`config.mk`:
```
export PLATFORM = sky130hd
export DESIGN_NAME = fetch_unit_flat
export DESIGN_NICKNAME = d
export VERILOG_FILES = /design/src/rtl/fetch_unit_pkg.sv /design/src/rtl/fetch_unit_if.sv /design/src/rtl/fetch_queue.sv /design/src/rtl/fetch_unit.sv /design/src/flat_wrapper.sv
export SDC_FILE = /design/constraint.sdc
export NUM_CORES = 1
export LEC_CHECK = 0
export ABC_CLOCK_PERIOD_IN_PS = 7100
export BUFFER_PORTS_ARGS = -buffer_cell sky130_fd_sc_hd__buf_2
export CAP_MARGIN = 25
export CORE_MARGIN = 1.5
export CORE_UTILIZATION = 60
export DETAILED_ROUTE_END_ITERATION = 8
export PLACE_DENSITY = 0.82
export REMOVE_ABC_BUFFERS = 1
export SLEW_MARGIN = 10
export SYNTH_ARGS = -nofsm -noshare
export SYNTH_HDL_FRONTEND = slang
export SYNTH_SLANG_ARGS = --single-unit
export TNS_END_PERCENT = 10
```
`constraint.sdc`:
```
create_clock -name clk -period 7.1 [get_ports clk]
set_input_delay 0.355 -clock clk [delete_from_list [all_inputs] [get_ports clk]]
set_output_delay 0.355 -clock clk [all_outputs]
set_load 0.02 [all_outputs]
```
`src/rtl/fetch_unit_pkg.sv`:
```
// Shared types and constants for the instruction-fetch front end.
package fetch_unit_pkg;

  localparam int XLEN = 32;
  localparam logic [XLEN-1:0] INSTR_NOP = 32'h0000_0013;

  typedef enum logic [1:0] {
    IDLE  = 2'd0,
    RUN   = 2'd1,
    FLUSH = 2'd2
  } fetch_state_e;

  // One buffered instruction together with the address it was fetched from.
  typedef struct packed {
    logic [XLEN-1:0] pc;
    logic [XLEN-1:0] instr;
  } fq_entry_t;

endpackage

```
`src/rtl/fetch_unit_if.sv`:
```
// Instruction-memory and decode-side handshake bundle of the fetch unit.
interface fetch_unit_if;
  import fetch_unit_pkg::*;

  logic            imem_req_valid;
  logic            imem_req_ready;
  logic [XLEN-1:0] imem_req_addr;
  logic            imem_resp_valid;
  logic [XLEN-1:0] imem_resp_data;
  logic            out_valid;
  logic            out_ready;
  logic [XLEN-1:0] out_instr;
  logic [XLEN-1:0] out_pc;

  // The fetch unit itself.
  modport master (
    output imem_req_valid, imem_req_addr, out_valid, out_instr, out_pc,
    input  imem_req_ready, imem_resp_valid, imem_resp_data, out_ready
  );

  // Memory plus decoder as seen from outside.
  modport slave (
    input  imem_req_valid, imem_req_addr, out_valid, out_instr, out_pc,
    output imem_req_ready, imem_resp_valid, imem_resp_data, out_ready
  );

endinterface

```
`src/rtl/fetch_queue.sv`:
```
// Small synchronous FIFO of {pc, instr} entries with a single-cycle flush.
module fetch_queue
  import fetch_unit_pkg::*;
#(
  parameter  int DEPTH = 4,
  localparam int AW    = $clog2(DEPTH),
  localparam int CW    = AW + 1
) (
  input  logic          clk,
  input  logic          rst_n,
  input  logic          push,
  input  fq_entry_t     push_entry,
  input  logic          pop,
  input  logic          flush,
  output fq_entry_t     head,
  output logic [CW-1:0] count
);

  fq_entry_t         mem [DEPTH];
  logic [AW-1:0]     wr_ptr;
  logic [AW-1:0]     rd_ptr;

  // Storage is data only; validity is carried entirely by count.
  always_ff @(posedge clk) begin
    if (push) mem[wr_ptr] <= push_entry;
  end

  // Pointers and occupancy; flush drops every entry at once.
  always_ff @(posedge clk or negedge rst_n) begin
    if (!rst_n) begin
      wr_ptr <= '0;
      rd_ptr <= '0;
      count  <= '0;
    end else if (flush) begin
      wr_ptr <= '0;
      rd_ptr <= '0;
      count  <= '0;
    end else begin
      if (push) wr_ptr <= wr_ptr + AW'(1);
      if (pop)  rd_ptr <= rd_ptr + AW'(1);
      count <= count + CW'(push) - CW'(pop);
    end
  end

  assign head = mem[rd_ptr];

endmodule

```
`src/rtl/fetch_unit.sv`:
```
// Instruction-fetch front end: PC generation, credit-limited memory requests,
// response buffering and redirect handling with in-flight response dropping.
module fetch_unit
  import fetch_unit_pkg::*;
#(
  parameter logic [XLEN-1:0] RESET_PC = 32'h0000_0000,
  parameter int              DEPTH    = 4
) (
  input  logic            clk,
  input  logic            rst_n,
  fetch_unit_if.master    bus,
  input  logic            redirect_valid,
  input  logic [XLEN-1:0] redirect_pc
);

  localparam int CW = $clog2(DEPTH) + 1;

  fetch_state_e    state;
  fetch_state_e    state_nx;
  logic [XLEN-1:0] fetch_pc;
  logic [XLEN-1:0] resp_pc;
  logic [XLEN-1:0] redirect_tgt;
  logic [CW-1:0]   outstanding;
  logic [CW-1:0]   drop_cnt;
  logic [CW-1:0]   drop_nx;
  logic [CW-1:0]   q_count;
  logic [CW:0]     credit_used;
  logic            req_fire;
  logic            resp_drop;
  logic            resp_take;
  logic            push;
  logic            pop;
  logic            q_valid;
  fq_entry_t       head;
  fq_entry_t       push_entry;

  assign redirect_tgt = redirect_pc & {{(XLEN-2){1'b1}}, 2'b00};

  // Every request already owns a queue slot, so responses can never overflow.
  assign credit_used        = {1'b0, outstanding} + {1'b0, q_count};
  assign bus.imem_req_valid = (state == RUN) && (credit_used < (CW+1)'(DEPTH));
  assign bus.imem_req_addr  = fetch_pc;
  assign req_fire           = bus.imem_req_valid && bus.imem_req_ready;

  assign resp_drop  = bus.imem_resp_valid && (drop_cnt != '0);
  assign resp_take  = bus.imem_resp_valid && (drop_cnt == '0);
  assign push       = resp_take && !redirect_valid;
  assign push_entry = {resp_pc, bus.imem_resp_data};

  assign q_valid       = (q_count != '0);
  assign pop           = q_valid && bus.out_ready;
  assign bus.out_valid = q_valid;
  assign bus.out_pc    = q_valid ? head.pc    : '0;
  assign bus.out_instr = q_valid ? head.instr : '0;

  fetch_queue #(.DEPTH(DEPTH)) u_queue (
    .clk        (clk),
    .rst_n      (rst_n),
    .push       (push),
    .push_entry (push_entry),
    .pop        (pop),
    .flush      (redirect_valid),
    .head       (head),
    .count      (q_count)
  );

  // Drops still owed; a redirect adds everything in flight, including this cycle's request.
  always_comb begin
    drop_nx = drop_cnt - CW'(resp_drop);
    if (redirect_valid) begin
      drop_nx = drop_cnt - CW'(resp_drop) + outstanding
                + CW'(req_fire) - CW'(resp_take);
    end
  end

  // Next-state logic: one idle cycle after reset, then fetch, pausing while stale words drain.
  always_comb begin
    state_nx = state;
    unique case (state)
      IDLE:    state_nx = RUN;
      RUN:     if (redirect_valid && (drop_nx != '0)) state_nx = FLUSH;
      FLUSH:   if (!redirect_valid && (drop_nx == '0)) state_nx = RUN;
      default: state_nx = IDLE;
    endcase
  end

  // State register and drop counter.
  always_ff @(posedge clk or negedge rst_n) begin
    if (!rst_n) begin
      state    <= IDLE;
      drop_cnt <= '0;
    end else begin
      state    <= state_nx;
      drop_cnt <= drop_nx;
    end
  end

  // Outstanding-request counter; a redirect hands all in-flight requests to drop_cnt.
  always_ff @(posedge clk or negedge rst_n) begin
    if (!rst_n) begin
      outstanding <= '0;
    end else if (redirect_valid) begin
      outstanding <= '0;
    end else begin
      outstanding <= outstanding + CW'(req_fire) - CW'(resp_take);
    end
  end

  // Request and response PCs advance independently; both wrap modulo 2^32.
  always_ff @(posedge clk or negedge rst_n) begin
    if (!rst_n) begin
      fetch_pc <= RESET_PC;
      resp_pc  <= RESET_PC;
    end else if (redirect_valid) begin
      fetch_pc <= redirect_tgt;
      resp_pc  <= redirect_tgt;
    end else begin
      if (req_fire)  fetch_pc <= fetch_pc + XLEN'(4);
      if (resp_take) resp_pc  <= resp_pc + XLEN'(4);
    end
  end

endmodule

```
`src/flat_wrapper.sv`:
```
// flat-port wrapper written by rule: the top's interface ports become plain ports
module fetch_unit_flat import fetch_unit_pkg::*;
#(
  parameter logic [XLEN-1:0] RESET_PC = 32'h0000_0000,
  parameter int              DEPTH    = 4
)
  (clk, rst_n, redirect_valid, redirect_pc, bus_imem_req_valid, bus_imem_req_addr, bus_out_valid, bus_out_instr, bus_out_pc, bus_imem_req_ready, bus_imem_resp_valid, bus_imem_resp_data, bus_out_ready);
  fetch_unit_if bus_i ();
  input  logic clk;
  input  logic rst_n;
  input  logic redirect_valid;
  input  logic [XLEN-1:0] redirect_pc;
  output wire logic [$bits(bus_i.imem_req_valid)-1:0] bus_imem_req_valid;
  output wire logic [$bits(bus_i.imem_req_addr)-1:0] bus_imem_req_addr;
  output wire logic [$bits(bus_i.out_valid)-1:0] bus_out_valid;
  output wire logic [$bits(bus_i.out_instr)-1:0] bus_out_instr;
  output wire logic [$bits(bus_i.out_pc)-1:0] bus_out_pc;
  input wire logic [$bits(bus_i.imem_req_ready)-1:0] bus_imem_req_ready;
  input wire logic [$bits(bus_i.imem_resp_valid)-1:0] bus_imem_resp_valid;
  input wire logic [$bits(bus_i.imem_resp_data)-1:0] bus_imem_resp_data;
  input wire logic [$bits(bus_i.out_ready)-1:0] bus_out_ready;
  assign bus_imem_req_valid = bus_i.imem_req_valid;
  assign bus_imem_req_addr = bus_i.imem_req_addr;
  assign bus_out_valid = bus_i.out_valid;
  assign bus_out_instr = bus_i.out_instr;
  assign bus_out_pc = bus_i.out_pc;
  assign bus_i.imem_req_ready = bus_imem_req_ready;
  assign bus_i.imem_resp_valid = bus_imem_resp_valid;
  assign bus_i.imem_resp_data = bus_imem_resp_data;
  assign bus_i.out_ready = bus_out_ready;
  fetch_unit #(.RESET_PC(RESET_PC), .DEPTH(DEPTH)) u_core (.clk(clk), .rst_n(rst_n), .bus(bus_i), .redirect_valid(redirect_valid), .redirect_pc(redirect_pc));
endmodule
```
After elaboration in Yosys (flattened, before gate mapping)

Memories as Yosys holds them, arrays and structs flattened.
Index checks and enable logic that the tools add are counted.

Eq/ne operators: 4
$lt $le $gt $ge: 1
$add $sub $neg: 13
Mux-type cells: 18
Reduce and logical (&&, ||, !) cells: 20

Operators by type and width:

| operator                | number |
|---|---|
| $mux W32                | 6 |
| $add A32 B3 Y32 const B | 2 |
| $mux W2                 | 6 |
| $sub A3 B1 Y3           | 4 |
| $add A3 B1 Y3           | 3 |
| $mux W3                 | 3 |
| $reduce_bool A3 Y1      | 3 |
| $logic_and A1 B1 Y1     | 8 |
| $reduce_bool A2 Y1      | 4 |
| $logic_not A3 Y1        | 2 |
| $pmux W2 S3             | 1 |
| $add A2 B1 Y2 const B   | 2 |
| $add A3 B3 Y4           | 1 |
| $lt A4 B3 Y1 const B    | 1 |
| $add A3 B3 Y3           | 1 |
| $eq A2 B1 Y1 const B    | 1 |
| $eq A2 B2 Y1 const B    | 1 |
| $logic_not A2 Y1        | 1 |
| $mux W1                 | 2 |
| $ne A2 B1 Y1 const B    | 1 |
| $ne A2 B2 Y1 const B    | 1 |
| $reduce_and A2 Y1       | 1 |
| $logic_not A1 Y1        | 1 |

Output and inout bits: 98
Register bits after elaboration: 79
RAM bits: 256
Word-level logic and storage cells: 65
Memories: 1
Input port bits: 70

Memories:

| name               | words | width | rd ports | clocked after Yosys merged registers in | wr ports | line              | source |
|---|---|---|---|---|---|---|---|
| u_core.u_queue.mem | 4     | 64    | 1        | 0                                       | 1        | fetch_queue.sv:19 | `fq_entry_t mem [DEPTH];` |

Logic depth before layout (Yosys ltp)

Gate-level depths: netlist of run 1.

Word-level depth: 11
Depth in mapped cells: 12
Mapped depth without buffers: 12

Hierarchy

From an unflattened synthesis of run 1, not the netlist that was laid out.

Cells, all modules: 845
Area, all modules: 14287.5 µm²

By module, submodules not included:

| module      | instances | seq. area each (µm²) | cells an instance | area an instance (µm²) |
|---|---|---|---|---|
| fetch_queue | 1         | 7862.5               | 371               | 9681.8 |
| fetch_unit  | 1         | 1701.6               | 474               | 4605.7 |

Least setup slack after synthesis of run 1

Ideal clock, no wire load.

Kind: reg2reg
Start: reg u_core.drop_cnt[1]
End: mem u_core.u_queue.mem[0][0] (netlist name) (enable)
Required time: 6.673 ns
Slack: 3.805 ns
Buffers on the path: 1
Cell stages (with the launch flop): 4
Library setup time: 0.427 ns
Data arrival time: 2.868 ns
Period minus slack after synthesis: 3.295 ns
Cells stage by stage: dfrtp_1 nor4b_2 clkbuf_1 and3_1

Cells in the longest elaborated chain, start to end: 5

RTL lines:

| item                          | line              | source |
|---|---|---|
| start: declaration            | fetch_unit.sv:24  | `logic [CW-1:0] drop_cnt;` |
| start signal: assignment      | fetch_unit.sv:94  | `drop_cnt <= drop_nx;` |
| $logic_not A3 Y1              | fetch_unit.sv:46  | `assign resp_take = bus.imem_resp_valid && (drop_cnt == '0);` |
| $logic_and A1 B1 Y1           | fetch_unit.sv:46  |  |
| $logic_and A1 B1 Y1           | fetch_unit.sv:47  | `assign push = resp_take && !redirect_valid;` |
| $mux W1                       | fetch_queue.sv:25 | `if (push) mem[wr_ptr] <= push_entry;` |
| $mux W1 (not written as such) | fetch_queue.sv:25 |  |
| end: declaration              | fetch_queue.sv:19 |  |

Every way passes these cells.

Final worst setup path of run 1

Start: reg u_core.u_queue.count[2]
End: reg u_core.state[1]

Cells in the longest elaborated chain, start to end: 11
Elaborated cells between the ends (all ways): 14
Classes of those cells: 3 x add/sub; 1 x order compare; 2 x eq/ne; 1 x mux; 7 x reduce/logical

RTL lines:

| item                                                                 | line                               | source |
|---|---|---|
| start: declaration                                                   | fetch_queue.sv:16                  | `output logic [CW-1:0] count` |
| start signal: assignment                                             | fetch_queue.sv:41                  | `count <= count + CW'(push) - CW'(pop);` |
| $add A3 B3 Y4 *                                                      | fetch_unit.sv:40                   | `assign credit_used = {1'b0, outstanding} + {1'b0, q_count};` |
| $lt A4 B3 Y1 *                                                       | fetch_unit.sv:41                   | `assign bus.imem_req_valid = (state == RUN) && (credit_used < (CW+1)'(DEPTH));` |
| $logic_and A1 B1 Y1 *                                                | fetch_unit.sv:41                   |  |
| $logic_and A1 B1 Y1 *                                                | fetch_unit.sv:43                   | `assign req_fire = bus.imem_req_valid && bus.imem_req_ready;` |
| $add A3 B1 Y3 *                                                      | fetch_unit.sv:72                   | `+ CW'(req_fire) - CW'(resp_take);` |
| $sub A3 B1 Y3 *                                                      | fetch_unit.sv:72                   |  |
| $mux W3 *                                                            | fetch_unit.sv:70                   | `if (redirect_valid) begin` |
| $reduce_bool A3 Y1 / $logic_not A3 Y1 (equally long branches)        | fetch_unit.sv:81, fetch_unit.sv:82 |  |
| $logic_and A1 B1 Y1 (on tied branches)                               | fetch_unit.sv:81, fetch_unit.sv:82 |  |
| $ne A2 B2 Y1 (no source line) / $ne A2 B1 Y1 (equally long branches) | -                                  |  |
| $reduce_and A2 Y1 (no source line) *                                 | -                                  |  |
| end signal: assignment                                               | fetch_unit.sv:93                   | `state <= state_nx;` |
| end: declaration                                                     | fetch_unit.sv:18                   | `fetch_state_e state;` |

Mark *: on every way between the ends. The rest lies on a longest branch, timed or not.
A chain may end at the register's enable or synchronous reset.

==> flow_summary.yaml, run 1 <==
route:
  firstDrtPassIters: 5
  wl_um: 26400
  via_count: 7579
  ant_nets: 0
  drc_errors: 0
  via_per_inst: 5.79
  routedWlPerCell_um: 20.2
  initialDrtViolationCount: 434
clocking:
  clock_latency_ps: 510
  cts_tree: "yes"
  postCtsSetupRepairBufs: 0
  numCtsBuffers: 34
  hold_buffers: 1
  cts_root_buf: "clkbuf_16"
  cts_max_path_buffers: 3
  ctsResizeCount: 0
  cts.sink_count: 323
  cts_htree_levels: 2
  clk_pin_slew_worst_paths_ps: 60
yosys:
  synthArstFlopShare_pct: 23.2
  netlist_area_mm2: 0.0138
  synth_warnings: 0
  synth.avg_cell_area_um2: 16.5
  synth-main-ff-cell: "edfxtp_1"
  synth.area.top_cells: "edfxtp_1, dfrtp_1, mux4_2, mux2_2, and2_1"
  ys_ff_latch: 323
  synthDistinctLibCells: 47
  synth_common_cells: "edfxtp_1, dfrtp_1, and2_1"
  ys_seq_area_share_pct: 67.5
  syn_inst: 835
  synth-edff-count: 248
  yosysMostFrequentCell: "edfxtp_1"
  synth_top_area_share_pct: 53.9
  yosys.area.top_type: "edfxtp_1"
grt:
  antenna_found_initial: 1
  grt_max_degree: 65
  grtUsageMet1_pct: 29.9
  met2_usage_pct: 39.1
  use_met3_pct: 4.82
  grt_pass1_wl_um: 41800
  grt_overflow_total: 0
  grt_pass1_vias: 7947
  grt_usage_pct: 22.9
  grt-busiest-layer: "met2"
sta:
  final-setup-viol-count: 0
  slew_violations: 0
  relSlewSlack_pct: 30.5
  hold_viol: 0
  fin_hold_ws_ps: 66.7
  tightest_slew_ps: 1040
  layout_worst_path_cycle_share_pct: 48.3
  fin_crit_ps: 3430
  fmax_ghz: 0.292
  rsz0062_at_grt: "no"
  finalWorstSetupSlack_ps: 3670
  finClkSkew_ps: 27.0
  fin_tns_setup_ps: 0
floorplan:
  ioPinCount: 168
  die_h_um: 155
  die_w_um: 155
  coreArea_mm2: 0.0226
  initial_core_util_pct: 61.0
  row_count: 55
  die_area_mm2: 0.0239
cells_and_area:
  drive_gt1_share_pct: 32.3
  fin_cells: 1309
  fin_nets: 1088
  fin_util_pct: 70.6
  final_area_mm2: 0.0160
  area_growth_pct: 15.7
  fill_cells: 1467
  antenna_cells: 0
place:
  gp_congestion: 0.818
  dp_slack_ps: 3660
  hpwl_um: 15900
  placed_cells: 1246
  port_buffers: 161
  placed_area_mm2: 0.0149
min_path:
  hp-class: "in2reg"
  min_from: "bus_imem_resp_data[29]"
critical_path:
  crit_path_start_kind: "register"
  worst_path_max_delay_cell: "dfrtp_1"
  required_ps: 7500
  critPathCapture: "u_core.state[1]"
  r2r_slack_ps: 3670
  path_depth: 12
  startpoint: "u_core.u_queue.count[2]"
  crit_chain: "ha_1 > nor4b_2 > nand4b_2 > ha_1 > inv_1 > fa_1 > fa_1 > xor3_1 > a21o_1 > a21oi_1 > o21ai_0 > o211a_1"
  cpLargestDelayFamily: "adder cells"
  critPathArrivalTime_ps: 3830
  crit_type: "reg2reg"
  crit_buf_inv: 1
  rr_endpoint: "u_core.state[1]"
  worstRegToRegCells: 12
  cpPeakStageDelay_ps: 400
  endpoint_kind: "register"
  r2r_start: "u_core.u_queue.count[2]"
  worstPathMaxFanout: 5
power_and_ir_drop:
  powerDensity_mw_per_mm2: 350
  finalPower_mw: 5.59
  ir_worst_vdd_uv: 199
  p_leak_nw: 5.82
run_status:
  outcome: "finished, final reports clean"
job:
  cap_violations: 0
[registers in the layout, indices dropped and copies added (netlist names)]
name	flops
u_core.bus.imem_req_addr	30
u_core.drop_cnt	3
u_core.outstanding	3
u_core.resp_pc	30
u_core.state	2
u_core.u_queue.count	3
u_core.u_queue.mem	248
u_core.u_queue.rd_ptr	2
u_core.u_queue.wr_ptr	2
[final cells by class]
type / instances / area [um2] / area share, %
inverter: 27 / 101 / 0.634
tap: 285 / 357 / 2.23
multi-input combinational: 444 / 4230 / 26.5
sequential: 323 / 9330 / 58.4
clock inverter: 16 / 133 / 0.830
timing repair buffer: 168 / 863 / 5.40
clock buffer: 46 / 960 / 6.01
[placed cells by master (no fill, tap or decap), types with 2 or more instances in the layout]
master,Yosys,layout
o21ai_0,3,3
nor2_1,25,25
buf_4,4,7
clkinv_1,0,6
nor4_1,8,8
xnor2_1,45,45
inv_1,27,26
mux4_2,62,62
a31oi_1,7,7
clkbuf_1,29,9
nor4b_2,2,2
nand4_1,26,26
clkinv_2,0,5
conb_1,1,4
dfrtp_1,75,73
fa_1,4,4
edfxtp_1,248,248
mux2i_1,3,3
clkbuf_16,0,37
and4_1,5,5
and3_4,0,4
and3_1,15,11
or4_1,5,5
a21oi_1,14,14
mux2_2,38,38
buf_2,0,160
bufinv_16,0,2
and2_1,68,68
nor2b_1,5,5
o31ai_1,5,5
nor3_1,9,9
nand2_1,25,25
or3_2,2,3
xor2_1,15,15
nand3_1,15,15
ha_1,16,16
a21boi_0,3,3
[kinds of logic (layout without fill, tap and decap cells)]
kind of cell               Yosys count  in the layout  synth area share, %
muxes                              103            103                 13.4
AOI/OAI and AO/OA                   38             38                 1.75
adders and majority gates           20             20                 2.03
and+or+nand+nor                    218            218                 9.20
xor gates and xnor gates            61             61                 3.98
buffers and inverters               71            257                 2.09
other                                1              4               0.0271
DFF                                323            323                 67.5
[worst min path at each step]
stage	to	depth (start not counted)	slack, ps
5_1_grt	u_core.u_queue.mem[3][30]	1	60
4_1_cts	u_core.u_queue.mem[0][12]	1	50
2_1_floorplan	u_core.bus.imem_req_addr[10]	0	60
3_5_place_dp	u_core.bus.imem_req_addr[18]	1	230
3_3_place_gp	u_core.bus.imem_req_addr[18]	1	230
6_report	u_core.u_queue.mem[3][29]	1	70
[per-layer routing]
layer / wire, um / up-vias
li1: - / 3498
met1: 11100 / 3811
met2: 13200 / 221
met3: 1530 / 47
met4: 554 / 2
met5: 12 / -
[worst register-to-register path, delay by kind of cell, from the launching register on]
kind                     cells  cell delay (ps)
buffers and inverters        1               50
XOR/XNOR                     1              200
AO/OA/AOI/OAI                4              610
AND/OR/NAND/NOR              2              580
flip-flops                   1              400
adder cells (fa/ha/maj)      4             1470
[report_power, final]
| group | internal [mW] | switching (mW) | leakage, nW |
|---|---|---|---|
| logic | 0.684 | 0.891 | 2.17 |
| registers | 2.14 | 0.147 | 3.11 |
| clock network | 1.03 | 0.698 | 0.533 |
| total | 3.85 | 1.74 | 5.82 |
(Power assumes the default switching activity.)
==> run 2, diff against run 1 <==
Settings changed: ABC_AREA set to 1, ABC_CLOCK_PERIOD_IN_PS 7100 to 3550, CORE_UTILIZATION 60 to 59, PLACE_DENSITY 0.82 to 0.8.
Clock period 7.1 ns to 3.55 ns, I/O delays scaled along.
==> run 2 against run 1 <==
Via count is 53% higher. Clock power is 92% higher. Register-to-register slack worse by 3100 ps. Maximum frequency is 15% higher. Power is 110% higher. Largest cell class unchanged. Largest power group unchanged.
==> flow_summary.yaml, run 2 <==
critical_path:
  crit_type: "reg2reg"
  cpPeakStageDelay_ps: 430
  crit_path_start_kind: "register"
  critPathArrivalTime_ps: 3430
  r2r_slack_ps: 570
  endpoint_kind: "register"
  worstPathMaxFanout: 4
  required_ps: 3990
  worst_path_max_delay_cell: "fa_1"
  crit_chain: "ha_1 > nor3_2 > nand4_4 > ha_1 > inv_1 > fa_1 > fa_1 > o21ai_0 > inv_1 > nor2_1 > nand3_1 > nand3_1 > nand2_1"
route:
  drc_errors: 0
  initialDrtViolationCount: 1028
  via_per_inst: 5.49
  firstDrtPassIters: 6
  routedWlPerCell_um: 16.7
  ant_nets: 0
  via_count: 11600
  wl_um: 35300
clocking:
  cts.sink_count: 323
  cts_root_buf: "clkbuf_16"
  clock_latency_ps: 550
  postCtsSetupRepairBufs: 0
  clk_pin_slew_worst_paths_ps: 60
  ctsResizeCount: 0
  cts_tree: "yes"
  hold_buffers: 61
  numCtsBuffers: 31
  cts_max_path_buffers: 3
  cts_htree_levels: 1
cells_and_area:
  area_growth_pct: 18.6
  drive_gt1_share_pct: 14.7
  fin_util_pct: 71.0
  layout_common_cells: "nor2_1, nand2_1, edfxtp_1, buf_2, o21ai_0"
  fill_cells: 1795
  antenna_cells: 0
  final_common_cell: "nor2_1"
  largest_reg_flops: 248
  multi_input_area_mm2: 0.00497
  regMostFlops: "u_core.u_queue.mem"
  regArea_mm2: 0.00933
  fin_nets: 1847
sta:
  tightest_slew_ps: 794
  slew_violations: 0
  fin_crit_ps: 2980
  finClkSkew_ps: 16.1
  rsz0062_at_grt: "no"
  fin_hold_ws_ps: 38.7
  layout_worst_path_cycle_share_pct: 84.1
  relSlewSlack_pct: 47.1
  fmax_ghz: 0.335
  hold_viol: 0
  final-setup-viol-count: 0
  finalWorstSetupSlack_ps: 565
floorplan:
  initial_core_util_pct: 59.9
  row_count: 58
  coreArea_mm2: 0.0250
  die_w_um: 162
  die_area_mm2: 0.0264
  die_h_um: 162
  ioPinCount: 168
grt:
  antenna_found_initial: 0
  grt_usage_pct: 26.6
  grt_pass1_wl_um: 55300
  grt_overflow_total: 0
  grt_pass1_vias: 11000
  grt_max_degree: 126
yosys:
  netlist_area_mm2: 0.0150
  synthArstFlopShare_pct: 23.2
  synthDistinctLibCells: 33
  synth_top_area_share_pct: 49.7
  yosysMostFrequentCell: "nor2_1"
  synth_common_cells: "nor2_1, nand2_1, edfxtp_1"
  synth.avg_cell_area_um2: 9.67
  synth-edff-count: 248
  synth.area.top_cells: "edfxtp_1, dfrtp_1, nor2_1, nand2_1, o21ai_0"
  yosys.area.top_type: "edfxtp_1"
  synth_top_family_by_area: "simple AND/OR/NAND/NOR gates"
  synth_warnings: 0
  ys_ff_latch: 323
  synth_compound_area_share_pct: 8.02
  synth_simple_gate_area_share_pct: 21.3
  synth_xor_area_share_pct: 1.69
  syn_inst: 1550
  synth_mux_area_share_pct: 0
  ys_seq_area_share_pct: 62.2
  synth-main-ff-cell: "edfxtp_1"
  synthAdderAreaFrac_pct: 1.87
min_path:
  hp-class: "in2reg"
place:
  gp_congestion: 0.908
  dp_slack_ps: 590
  port_buffers: 161
  hpwl_um: 21100
power_and_ir_drop:
  power_frac_comb_pct: 31.0
  ir_worst_vdd_uv: 393
  p_seq_share_pct: 40.7
  clkPwrFrac_pct: 28.3
  powerDensity_mw_per_mm2: 660
  finalPower_mw: 11.7
  swShare_pct: 35.7
  p_leak_nw: 7.18
  internal_power_mw: 7.54
  switching_power_mw: 4.19
job:
  cap_violations: 0
run_status:
  outcome: "finished, final reports clean"
==> run 2: area by class of cell <==
cell class	instances	share of cell area [%]
multi-input cells	1054	27.9
well taps	330	2.32
flip-flops and latches	323	52.5
clock inverters	20	1.29
inverters	108	2.29
clock buffers	38	4.51
repair buffers	239	9.19
==> run 2: routing by layer <==
metal | global-route usage [%] | vias to the layer above | wire length [um]
li1 | - | 5576 | -
met1 | 36.4 | 5422 | 14600
met2 | 44.9 | 519 | 17000
met3 | 3.54 | 79 | 2890
met4 | 7.67 | 0 | 816
met5 | 0 | - | 0
==> run 2: path summary, 6_finish.rpt <==
| check | start | to | cells past startpoint |
|---|---|---|---|
| max in group asynchronous | rst_n | u_core.bus.imem_req_addr[15] | 3 |
| min | redirect_pc[26] | u_core.bus.imem_req_addr[26] | 5 |
| max reg2reg | u_core.outstanding[2] | u_core.state[1] | 13 |
| min reg2reg | u_core.state[0] | u_core.state[0] | 3 |
| min in group asynchronous | rst_n | u_core.bus.imem_req_addr[22] | 2 |
| max | u_core.outstanding[2] | u_core.state[1] | 13 |
==> run 2: worst max-delay path, delay by kind of cell (launching register included) <==
| family | cells | cell delay (ps) |
|---|---|---|
| adders and majority gates | 4 | 1430 |
| buffers and inverters | 2 | 150 |
| AOI/OAI and AO/OA | 1 | 220 |
| DFF | 1 | 420 |
| and+or+nand+nor | 6 | 650 |
==> run 2: cells by family (layout without fill, tap and decap cells) <==
kind of cell / count (synthesis) / count (layout)
compound gates: 235 / 235
fa+ha+maj: 20 / 20
buf+inv: 176 / 405
simple gates: 766 / 766
xor+xnor: 29 / 29
flops: 323 / 323
other cells: 1 / 4
==> run 2: power groups by stage <==
stage	combinational (mW)	clock (mW)	sequential [mW]
finish	3.64	3.31	4.78
global route	4.04	3.50	4.81
CTS	3.63	3.35	4.76
detailed placement	3.55	0	4.84
global placement	3.46	0	4.82
floorplan	2.16	0	4.95
==> run 2: through the flow <==
stage | instance area (um2) | setup TNS (ps) | cells
after floorplan | 14700 | -206180 | 1485
after global placement | 16100 | 0 | 1993
after detailed placement | 16100 | 0 | 1993
after CTS | 17800 | 0 | 2112
after global routing | 17800 | 0 | 2112
final | 17800 | 0 | 2112
==> run 3, diff against run 2 <==
Settings changed: ABC_AREA 1 to 0, ABC_CLOCK_PERIOD_IN_PS 3550 to 2700, CORE_UTILIZATION 59 to 52, PLACE_DENSITY 0.8 to 0.75.
Clock period 3.55 ns to 2.7 ns, I/O delays scaled along.
==> run 3 against run 2 <==
The run now ends with setup timing left. Utilization is 5.0 points lower. Maximum frequency is 2.7% higher. Largest power group unchanged. Die area is 4.4% higher. Via count is 30% lower. First-iteration DRC count is 56% lower. Global-route usage is 5.4 points lower. Critical path type unchanged. Sequential power is 24% higher. Count of clock-buffer cells in the layout is 6 higher.
==> flow_summary.yaml, run 3 (same netlist as run 1, synthesis figures left out) <==
cells_and_area:
  antenna_cells: 0
  fin_cells: 1458
  drive_gt1_share_pct: 33.9
  regMostFlops: "u_core.u_queue.mem"
  fin_util_pct: 66.1
  fin_nets: 1187
  layout_common_cells: "edfxtp_1, buf_2, dfrtp_1, and2_1"
  final_common_cell: "edfxtp_1"
  area_growth_pct: 24.6
  largest_reg_flops: 248
sta:
  fmax_ghz: 0.344
  fin_hold_ws_ps: 54.3
  relSlewSlack_pct: 54.1
  finClkSkew_ps: 20.5
  hold_viol: 0
  final-setup-viol-count: 3
  rsz0062_at_grt: "yes"
  fin_crit_ps: 2910
  slew_violations: 0
  tightest_slew_ps: 689
  layout_worst_path_cycle_share_pct: 108
  finalWorstSetupSlack_ps: -208
run_status:
  outcome: "finished, violations left"
  violations: "setup timing"
critical_path:
  critPathArrivalTime_ps: 3290
  required_ps: 3090
  endpoint_kind: "register"
  crit_type: "reg2reg"
  crit_path_start_kind: "register"
  r2r_slack_ps: -210
  worstPathMaxFanout: 2
grt:
  grt_pass1_wl_um: 45900
  antenna_found_initial: 0
  grt_overflow_total: 0
  grt_pass1_vias: 8334
  grt_max_degree: 64
  grt_usage_pct: 21.2
job:
  cap_violations: 0
floorplan:
  initial_core_util_pct: 53.0
  die_area_mm2: 0.0276
  die_w_um: 166
  ioPinCount: 168
  die_h_um: 166
  row_count: 59
  coreArea_mm2: 0.0261
clocking:
  clk_pin_slew_worst_paths_ps: 60
  numCtsBuffers: 36
  cts.sink_count: 323
  cts_root_buf: "clkbuf_16"
  cts_htree_levels: 2
  cts_tree: "yes"
  cts_max_path_buffers: 3
  clock_latency_ps: 510
route:
  wl_um: 28600
  routedWlPerCell_um: 19.6
  via_count: 8082
  via_per_inst: 5.54
  firstDrtPassIters: 5
  drc_errors: 0
  ant_nets: 0
  initialDrtViolationCount: 457
place:
  placed_cells: 1329
  port_buffers: 161
  hpwl_um: 17700
  gp_congestion: 0.798
  dp_slack_ps: -453
power_and_ir_drop:
  ir_worst_vdd_uv: 730
  p_leak_nw: 6.35
  powerDensity_mw_per_mm2: 904
min_path:
  hp-class: "in2reg"
[run 3: critical path: stages, from the launching register on]
cell and delay (ps):
dfrtp_1 410, ha_4 250, nor4b_4 240, nand4b_2 150, ha_1 310, inv_2 40
fa_2 350, fa_2 340, xor3_1 200, a21o_1 190, a21oi_2 120, o21ai_1 70
o211a_1 130
[run 3: per-layer routing]
layer / up-vias / GRT usage (%) / share of wire (%)
met1: 4113 / 28.4 / 43
met5: - / 0 / 0
met3: 47 / 4.03 / 5.0
met4: 0 / 6.23 / 2.3
met2: 224 / 35.6 / 49
li1: 3698 / - / -
[run 3: what timing repair did]
item | in CTS | in global routing
gates resized for setup | 8 | 1
endpoints found under the hold margin | 231 | 0
hold buffers | 62 | 0
endpoints found under the setup margin | 4 | 8
pin swaps | 3 | 3
buffers inserted | 2 | 1
[run 3: per-stage QoR]
stage	power (mW)	TNS [ps]	instance area (um2)
4_1_cts	15.7	-499	17200
3_5_place_dp	10.6	-983	15300
6_report	15.6	-340	17200
2_1_floorplan	8.99	-255770	13600
5_1_grt	16.3	-714	17200
3_3_place_gp	10.5	-787	15300
[run 3: cell type report]
| type | count | area (um2) |
|---|---|---|
| clock inverters | 20 | 255 |
| multi-input cells | 444 | 4270 |
| flip-flops and latches | 323 | 9330 |
| clock buffers | 44 | 962 |
| well taps | 335 | 419 |
| repair buffers | 265 | 1880 |
| fillers | 1820 | 8840 |
| inverters | 27 | 101 |
[run 3: final timing paths]
check	depth (start not counted)	from	end
max	12	u_core.u_queue.count[2]	u_core.state[1]
min	3	redirect_pc[7]	u_core.resp_pc[7]
max reg2reg	12	u_core.u_queue.count[2]	u_core.state[1]
min reg2reg	0	u_core.resp_pc[16]	u_core.u_queue.mem[1][48]
max in group asynchronous	3	rst_n	u_core.bus.imem_req_addr[29]
min in group asynchronous	2	rst_n	u_core.bus.imem_req_addr[18]
[run 3: report_power, final]
part	internal [mW]	total (mW)	switching, mW	leakage (nW)
combinational	2.08	4.66	2.58	2.64
sequential	5.64	5.92	0.279	3.11
clock	3.11	4.98	1.87	0.597
